File: src/rtl/calc_sequencer.sv
// Transaction controller for the 4-bit calculator ALU.
// It latches one request, holds the operands on the ALU for a settle time,
// then registers the 8-bit result and holds it until the consumer takes it.
//
//   state | meaning
//   ------+---------------------------------------------------------------
//   IDLE  | ready for a request; in_ready=1
//   EXEC  | operands latched, settle counter running down to zero
//   DONE  | result/div_err held, out_valid=1 until out_ready
module calc_sequencer #(
  parameter int EXEC_CYCLES = 1,
  parameter int CNT_W       = 8
) (
  input  logic             clk,
  input  logic             rst,
  input  logic             in_valid,
  output logic             in_ready,
  input  logic [3:0]       a,
  input  logic [3:0]       b,
  input  logic [2:0]       op,
  output logic             out_valid,
  input  logic             out_ready,
  output logic [7:0]       result,
  output logic             div_err,
  output logic [CNT_W-1:0] op_count
);

  // A zero settle time still needs one edge for the ALU to see the latched operands.
  localparam int EXEC_EFF = (EXEC_CYCLES < 1) ? 1 : EXEC_CYCLES;
  localparam int WAIT_W   = (EXEC_EFF > 1) ? $clog2(EXEC_EFF) : 1;
  localparam logic [WAIT_W-1:0] WAIT_LOAD = WAIT_W'(EXEC_EFF - 1);

  localparam logic [2:0] OP_AND  = 3'b000;
  localparam logic [2:0] OP_OR   = 3'b001;
  localparam logic [2:0] OP_NOT  = 3'b010;
  localparam logic [2:0] OP_XOR  = 3'b011;
  localparam logic [2:0] OP_ADD  = 3'b100;
  localparam logic [2:0] OP_SUB  = 3'b101;
  localparam logic [2:0] OP_MULT = 3'b110;
  localparam logic [2:0] OP_DIV  = 3'b111;

  typedef enum logic [1:0] {
    IDLE = 2'd0,
    EXEC = 2'd1,
    DONE = 2'd2
  } state_t;

  state_t              r_state;
  state_t              w_next;
  logic [WAIT_W-1:0]   r_wait;
  logic [3:0]          r_a;
  logic [3:0]          r_b;
  logic [2:0]          r_op;
  logic [7:0]          r_result;
  logic                r_div_err;
  logic [CNT_W-1:0]    r_op_count;
  logic [7:0]          w_alu;
  logic                w_div_zero;
  logic                w_accept;
  logic                w_capture;
  logic                w_release;

  assign w_accept  = (r_state == IDLE) && in_valid;
  assign w_capture = (r_state == EXEC) && (r_wait == '0);
  assign w_release = (r_state == DONE) && out_ready;

  // State register
  always_ff @(posedge clk) begin
    if (rst) r_state <= IDLE;
    else     r_state <= w_next;
  end

  // Next-state decode
  always_comb begin
    w_next = r_state;
    case (r_state)
      IDLE:    if (in_valid)  w_next = EXEC;
      EXEC:    if (w_capture) w_next = DONE;
      DONE:    if (out_ready) w_next = IDLE;
      default: w_next = IDLE;
    endcase
  end

  // Operand latch and settle down-counter
  always_ff @(posedge clk) begin
    if (rst) begin
      r_a    <= '0;
      r_b    <= '0;
      r_op   <= '0;
      r_wait <= '0;
    end else if (w_accept) begin
      r_a    <= a;
      r_b    <= b;
      r_op   <= op;
      r_wait <= WAIT_LOAD;
    end else if ((r_state == EXEC) && (r_wait != '0)) begin
      r_wait <= r_wait - 1'b1;
    end
  end

  // ALU, driven only from the latched operands; results are 8-bit two's complement
  always_comb begin
    w_alu      = 8'h00;
    w_div_zero = 1'b0;
    case (r_op)
      OP_AND:  w_alu = {4'h0, r_a & r_b};
      OP_OR:   w_alu = {4'h0, r_a | r_b};
      OP_NOT:  w_alu = ~{4'h0, r_a};
      OP_XOR:  w_alu = {4'h0, r_a ^ r_b};
      OP_ADD:  w_alu = {4'h0, r_a} + {4'h0, r_b};
      OP_SUB:  w_alu = {4'h0, r_a} - {4'h0, r_b};
      OP_MULT: w_alu = {4'h0, r_a} * {4'h0, r_b};
      OP_DIV: begin
        if (r_b == 4'h0) begin
          w_alu      = 8'hFF;
          w_div_zero = 1'b1;
        end else begin
          w_alu = {4'h0, r_a / r_b};
        end
      end
      default: w_alu = 8'h00;
    endcase
  end

  // Result capture at the end of the settle time; held until the next capture
  always_ff @(posedge clk) begin
    if (rst) begin
      r_result  <= 8'h00;
      r_div_err <= 1'b0;
    end else if (w_capture) begin
      r_result  <= w_alu;
      r_div_err <= w_div_zero;
    end
  end

  // Completed-operation counter, advanced when the consumer takes a result
  always_ff @(posedge clk) begin
    if (rst)            r_op_count <= '0;
    else if (w_release) r_op_count <= r_op_count + 1'b1;
  end

  assign in_ready  = (r_state == IDLE);
  assign out_valid = (r_state == DONE);
  assign result    = r_result;
  assign div_err   = r_div_err;
  assign op_count  = r_op_count;

endmodule

File: config.mk
export PLATFORM = sky130hd
export DESIGN_NAME = calc_sequencer
export DESIGN_NICKNAME = d
export VERILOG_FILES = /design/src/rtl/calc_sequencer.sv
export SDC_FILE = /design/constraint.sdc
export NUM_CORES = 1
export LEC_CHECK = 0
export BUFFER_PORTS_ARGS = -buffer_cell sky130_fd_sc_hd__clkbuf_2
export CORE_ASPECT_RATIO = 2
export CORE_MARGIN = 5
export CORE_UTILIZATION = 53
export CTS_CLUSTER_DIAMETER = 40
export DETAILED_ROUTE_END_ITERATION = 12
export HOLD_SLACK_MARGIN = 0.12
export PLACE_DENSITY = 0.77
export SETUP_SLACK_MARGIN = 0.1
export SYNTH_ARGS = -nofsm -noshare
export SYNTH_HDL_FRONTEND = slang
export SYNTH_SLANG_ARGS = --single-unit
File: constraint.sdc
create_clock -name clk -period 4 [get_ports clk]
set_input_delay 0.2 -clock clk [delete_from_list [all_inputs] [get_ports clk]]
set_output_delay 0.2 -clock clk [all_outputs]
set_load 0.1 [all_outputs]
==> run_results.csv, run 1 <==
group,metric,value,unit
outcome,status,"finished with violations",
outcome,violations,"setup timing",
layout,final_area,3180,um^2
layout,drive_gt1_frac,0.220,
floorplanning,start_util,0.545,
critical_path,cp_max_fo,5,
synthesis,yosysWarningCount,0,
synthesis,syn_area_per_cell,8.05,um^2
critical_path,path_buf_inv,3,
critical_path,cp_top_family,"compound AO/OA/AOI/OAI gates",
sta,setup_slack,-0.0334,ns
global_routing,grt_pass1_wl,12.5,mm
floorplanning,die_width,60.2,um
critical_path,cp-start-kind,"flip-flop",
floorplanning,dieHeight,110,um
power,p_per_area,339,nW/um^2
hold_path,holdCritStartpoint,"b[0]",
hold_path,whs_path_depth,3,
synthesis,postSynthCellCount,332,
hold_path,whs_endpoint,"r_b[0]",
drt,firstDrtPassIters,5,
sta,period_share,1.01,
sta,hold_viol,0,
global_routing,overflow,0,
power,leakage,1.44,nW
synthesis,synth_flop_cell,"dfxtp_1",
global_routing,grt_pass1_vias,2714,
layout,fin_util,0.649,
layout,layout_common_cells,"nand2_1, ha_1, clkbuf_2",
critical_path,required,4.14,ns
power,vdd_ir_drop_max,0.350,mV
drt,drtIter0Drc,140,
sta,finalMaxSlewViolations,0,
floorplanning,core.rowCount,36,
critical_path,reg2reg_from,"r_b[2]",
critical_path,ff2ff_path_depth,19,
floorplanning,ios,34,
floorplanning,die_area,6650,um^2
clock_tree,cts_tree,"yes",
clock_tree,h-tree-depth,2,
layout,fillCellCount,417,
synthesis,synth_edf_count,0,
drt,drc,0,
drt,routed_wl,7.92,mm
sta,clock_skew,0.00609,ns
layout,synthToLayoutAreaGrowth,19.1,%
synthesis,syn_nets,391,
layout,n_antenna_cell,0,
clock_tree,clock_path_buffers,2,
floorplanning,core,4910,um^2
clock_tree,cts_hold_buf,0,
critical_path,r2r_end,"result[0]",
global_routing,grt_max_degree,34,
synthesis,yosysSeqAreaShare,0.232,
sta,max_freq,0.248,GHz
clock_tree,cts_buffers,5,
critical_path,crit_chain,"nor3_4 > a21oi_2 > a21oi_2 > ha_1 > o21a_1 > o211ai_1 > buf_4 > o21ai_2 > ha_1 > o21a_1 > o21ai_2 > a21oi_4 > buf_4 > buf_4 > mux2_2 > ha_1 > o21a_1 > o31ai_2 > a211oi_1",
drt,ant_nets,0,
place,hpwl,5.67,mm
drt,routed_via_density,6.16,
clock_tree,clk_transition_reported_paths,0.07,ns
synthesis,ys_ff_latch,31,
sta,max_slew.worst_pin.slew,0.738,ns
critical_path,worstSetupEndpointType,"flip-flop",
clock_tree,cts_sinks,31,
layout,final_common_cell,"nand2_1",
global_routing,antenna_found_initial,0,
clock_tree,clock_latency,0.29,ns
critical_path,ff2ff_setup_slack,-0.03,ns
hold_path,hold_path_class,"in2reg",
place,gp_congestion,0.947,
sta,rsz0062_at_grt,"yes",
drt,vias,2673,
critical_path,path_class,"reg2reg",
place,port_buffers,33,
synthesis,ys_types,54,
clock_tree,cts.root.buffer_cell,"clkbuf_8",
layout,final_nets,435,
sta,period_minus_slack,4.03,ns
critical_path,slowest_delay,0.36,ns
global_routing,grt_usage,0.244,
run,maxCapViolations,0,
critical_path,crit_path_top_delay_cell,"dfxtp_4",
sta,relSlewSlack,0.507,
synthesis,syn_area,2670,um^2
sta,setup_violations,1,
critical_path,cp.arrival,4.18,ns
drt,wl_per_cell,18.3,um
synthesis,synth-async-reset-ratio,0,
place,placed_area,2900,um^2
-- worst max-delay path by stage --
stage	start	slack, ns	depth (start not counted)	to
2_1_floorplan	r_b[0]	0.10	16	result[0]
3_5_place_dp	r_b[2]	-0.007	18	result[0]
3_3_place_gp	r_b[2]	0.16	18	result[0]
5_1_grt	r_b[2]	-0.24	20	result[0]
4_1_cts	r_b[0]	0.12	18	result[0]
6_report	r_b[2]	-0.03	19	result[0]
-- kinds of logic (layout without fill, tap and decap cells) --
family,after synthesis,after routing,synth area share
fa+ha+maj,44,44,0.223
flops,31,31,0.232
buf+inv,40,85,0.0641
compound gates,73,73,0.184
xor+xnor,10,10,0.0328
mux,5,5,0.0201
simple gates,129,129,0.244
-- power breakdown --
group	switching, W	internal [W]
clock	0.000124	0.000201
sequential	0.0000209	0.000322
combinational	0.000242	0.000170
-- cells in the mapped netlist, types with 2 or more instances --
cell type / number / area share
mux2_2: 3 / 0.013
a311oi_1: 3 / 0.0098
a211oi_1: 5 / 0.014
clkbuf_1: 9 / 0.013
nand3_1: 8 / 0.015
o211ai_1: 5 / 0.014
buf_2: 5 / 0.0094
nor2b_1: 10 / 0.023
inv_1: 23 / 0.032
o21ai_0: 8 / 0.015
ha_1: 38 / 0.18
nor3_2: 2 / 0.0075
or4b_1: 2 / 0.0075
nor3b_1: 4 / 0.011
nor3_1: 4 / 0.0075
fa_1: 6 / 0.045
xnor2_1: 5 / 0.016
and3b_1: 3 / 0.0098
nand3b_1: 4 / 0.011
nor2_1: 33 / 0.046
nand4_1: 2 / 0.0047
o21a_1: 7 / 0.020
xor2_1: 5 / 0.016
dfxtp_1: 31 / 0.23
o31ai_1: 4 / 0.011
mux2i_1: 2 / 0.0075
nand2b_1: 4 / 0.0094
a21boi_0: 2 / 0.0056
buf_4: 2 / 0.0056
nand2_1: 42 / 0.059
and3_1: 3 / 0.0070
a21oi_1: 26 / 0.049
-- metrics by stage --
step	TNS (ns)	hold WS (ns)	setup WS [ns]	std cells	power, W
final	-0.0334	0.131	-0.0334	434	0.00108
after global routing	-0.235	0.136	-0.235	434	0.00113
after CTS	0	0.133	0.120	425	0.00101
after detailed placement	-0.00720	0.432	-0.00720	414	0.000673
after global placement	0	0.429	0.163	414	0.000660
after floorplan	0	0.336	0.102	332	0.000599
-- metal layers --
metal  part of all wire  global-route usage  up-vias
li1                   -                   -     1241
met1               0.32               0.228     1259
met2               0.55               0.441      122
met3              0.047              0.0374       51
met4              0.082               0.173        0
met5                  0                   0        -
-- layout make-up --
class | instances | area, um^2 | share of cell area
flip-flops and latches | 31 | 626 | 0.196
multi-input cells | 261 | 1950 | 0.613
repair buffers | 54 | 327 | 0.103
clock buffers | 6 | 82.6 | 0.0259
well taps | 57 | 71.3 | 0.0224
clock inverters | 2 | 35.0 | 0.0110
inverters | 23 | 90.1 | 0.0283
-- what timing repair did --
action                                  in CTS  in global routing
hold endpoints to repair                     0                  0
gates cloned                                 0                  0
gates resized for setup                      3                 16
setup buffers                                3                  9
endpoints found under the setup margin       1                  1
pin swaps                                    4                 10
-- worst register-to-register path: stages, from the launching register on --
cell,delay [ns]
dfxtp_4,0.36
nor3_4,0.24
a21oi_2,0.09
a21oi_2,0.17
ha_1,0.29
o21a_1,0.14
o211ai_1,0.25
buf_4,0.19
o21ai_2,0.07
ha_1,0.31
o21a_1,0.19
o21ai_2,0.09
a21oi_4,0.22
buf_4,0.15
buf_4,0.09
mux2_2,0.32
ha_1,0.27
o21a_1,0.12
o31ai_2,0.22
a211oi_1,0.12
-- flip-flops by register name, summed over array words and instances, names as in the netlist --
name	count
r_wait	1
r_b	4
result	8
r_state	2
op_count	8
r_op	3
r_a	4
div_err	1
Power figures use the tool's default switching activity.
==> run 2: changes to the inputs <==
--- a/config.mk
+++ b/config.mk
@@ -8,12 +8,11 @@
 export BUFFER_PORTS_ARGS = -buffer_cell sky130_fd_sc_hd__clkbuf_2
 export CORE_ASPECT_RATIO = 2
 export CORE_MARGIN = 5
-export CORE_UTILIZATION = 53
+export CORE_UTILIZATION = 54
 export CTS_CLUSTER_DIAMETER = 40
 export DETAILED_ROUTE_END_ITERATION = 12
 export HOLD_SLACK_MARGIN = 0.12
-export PLACE_DENSITY = 0.77
-export SETUP_SLACK_MARGIN = 0.1
+export PLACE_DENSITY = 0.75
 export SYNTH_ARGS = -nofsm -noshare
 export SYNTH_HDL_FRONTEND = slang
 export SYNTH_SLANG_ARGS = --single-unit
==> constraint.sdc (replaced) <==
create_clock -name clk -period 3.85 [get_ports clk]
set_input_delay 0.1925 -clock clk [delete_from_list [all_inputs] [get_ports clk]]
set_output_delay 0.1925 -clock clk [all_outputs]
set_load 0.1 [all_outputs]
==> run 2 against run 1 <==
Net effect:
- the run still ends with setup timing left
- die area is 1.6% lower
- clock-buffer cell count stayed put
- sequential share of layout area is 0.36 points higher
- non-clock buffer count is 2 lower
- fmax is 4.6% higher
- cell count is 0.69% lower
- critical path depth is 1 higher
- combinational power is 5% lower
- wire length is 9.8% lower
- cell area is 2.0% lower
- utilization is 0.71 points lower
- critical endpoint unchanged
- largest cell class unchanged
==> run_results.csv, run 2 (same netlist as run 1, synthesis figures left out) <==
group,metric,value,unit
outcome,status,"finished with violations",
outcome,violations,"setup timing",
floorplanning,core.rowCount,36,
clock_tree,cts_tree,"yes",
clock_tree,cts_buffers,5,
drt,drtIter0Drc,84,
place,placed_area,2920,um^2
floorplanning,ios,34,
drt,ant_nets,0,
drt,firstDrtPassIters,4,
critical_path,r2r_end,"result[0]",
power,total_power,0.00101,W
layout,synthToLayoutAreaGrowth,16.7,%
layout,stdcell_count,431,
clock_tree,clk_transition_reported_paths,0.07,ns
layout,fin_util,0.641,
critical_path,crit_chain,"nor3_4 > buf_6 > a21oi_2 > ha_1 > o21a_1 > o211ai_1 > buf_4 > o21ai_2 > ha_1 > o21a_1 > o21ai_2 > a21oi_4 > nor2_1 > a21oi_1 > ha_1 > a21boi_1 > o21a_1 > o21a_1 > o31ai_2 > a211oi_1",
drt,routed_via_density,5.92,
place,port_buffers,33,
hold_path,whs_endpoint,"r_a[1]",
critical_path,cp_max_fo,5,
floorplanning,dieHeight,110,um
floorplanning,start_util,0.550,
sta,clock_skew,0.00717,ns
floorplanning,die_area,6540,um^2
global_routing,overflow,0,
place,hpwl,5.57,mm
floorplanning,die_width,59.8,um
critical_path,cp-start-kind,"flip-flop",
clock_tree,cts_sinks,31,
critical_path,worstSetupEndpointType,"flip-flop",
place,gp_congestion,0.961,
drt,drc,0,
power,p_per_area,323,nW/um^2
sta,max_slew.worst_pin.slew,0.711,ns
drt,vias,2552,
run,maxCapViolations,0,
critical_path,path_class,"reg2reg",
global_routing,grt_util_met1,0.224,
hold_path,holdCritStartpoint,"a[1]",
clock_tree,h-tree-depth,2,
critical_path,slowest_delay,0.34,ns
layout,final_common_cell,"nand2_1",
layout,n_antenna_cell,0,
drt,wl_per_cell,16.6,um
sta,setup_slack,-0.00662,ns
sta,setup_violations,1,
critical_path,reg2reg_from,"r_b[2]",
global_routing,use_met2,0.431,
global_routing,grt_pass1_vias,2606,
critical_path,ff2ff_setup_slack,-0.007,ns
sta,rsz0062_at_grt,"yes",
clock_tree,cts.root.buffer_cell,"clkbuf_8",
hold_path,whs_path_depth,3,
critical_path,crit_top_cell,"o21a_1",
global_routing,antenna_found_initial,0,
power,leakage,1.42,nW
global_routing,met3_usage,0.0270,
clock_tree,cts_hold_buf,0,
global_routing,grt.busiest_layer,"met2",
power,vdd_ir_drop_max,0.322,mV
drt,routed_wl,7.14,mm
sta,finalMaxSlewViolations,0,
layout,final_nets,433,
global_routing,grt_usage,0.235,
floorplanning,core,4860,um^2
clock_tree,clock_latency,0.28,ns
hold_path,hold_path_class,"in2reg",
global_routing,grt_max_degree,34,
critical_path,required,3.98,ns
sta,period_minus_slack,3.86,ns
layout,layout_common_cells,"nand2_1, ha_1, nor2_1, clkbuf_2, dfxtp_1",
layout,final_area,3120,um^2
sta,relSlewSlack,0.525,
critical_path,ff2ff_path_depth,20,
sta,period_share,1.00,
sta,hold_viol,0,
sta,max_freq,0.259,GHz
global_routing,grt_pass1_wl,11.8,mm
clock_tree,clock_path_buffers,2,
critical_path,cp.arrival,3.98,ns
critical_path,crit_path_top_delay_cell,"dfxtp_2",
layout,drive_gt1_frac,0.209,
place,place_inst,417,
## run 2: layout make-up
type	instances	area (um^2)
clock buffers	6	82.6
clock inverters	1	5.00
fillers	441	1740
inverters	23	86.3
multi-input cells	261	1940
flip-flops and latches	31	624
well taps	57	71.3
repair buffers	52	312
## run 2: critical path: cells and delay by family, from the launching register on
kind / cells / cell delay (ns)
AOI/OAI and AO/OA: 13 / 1.89
buffers and inverters: 2 / 0.32
DFF: 1 / 0.34
adders and majority gates: 3 / 0.86
and+or+nand+nor: 2 / 0.29
## run 2: power by group
group	leakage (nW)	internal (W)	total, W	switching [W]
registers	0.254	0.000335	0.000355	0.0000198
logic	1.12	0.000164	0.000393	0.000228
clock network	0.0470	0.000140	0.000259	0.000119
## run 2: metal layers
metal | vias to the layer above | wire (um)
met1 | 1190 | 2410
met4 | 0 | 534
met5 | - | 0
met2 | 84 | 3970
met3 | 37 | 223
li1 | 1241 | -
## run 2: what timing repair did
action | 4_1_cts | 5_1_grt
hold endpoints to repair | 0 | 0
gates resized for setup | 12 | 5
cloned | 0 | 0
buffers inserted | 4 | 3
setup endpoints to repair | 1 | 1
pin swaps | 8 | 9
## run 2: how the worst max path moves through the flow
stage,cells after the start,end,start
3_3_place_gp,18,result[0],r_b[0]
3_5_place_dp,18,result[0],r_b[0]
5_1_grt,20,result[0],r_b[2]
2_1_floorplan,16,result[0],r_b[0]
4_1_cts,20,result[0],r_b[3]
6_report,20,result[0],r_b[2]
## run 2: through the flow
stage / worst slack, ns / hold WS [ns] / TNS [ns]
floorplan: 0.0555 / 0.321 / 0
finish: -0.00662 / 0.128 / -0.00662
CTS: -0.0256 / 0.128 / -0.0256
global placement: 0.0890 / 0.417 / 0
detailed placement: -0.0588 / 0.424 / -0.0588
global route: -0.165 / 0.130 / -0.165
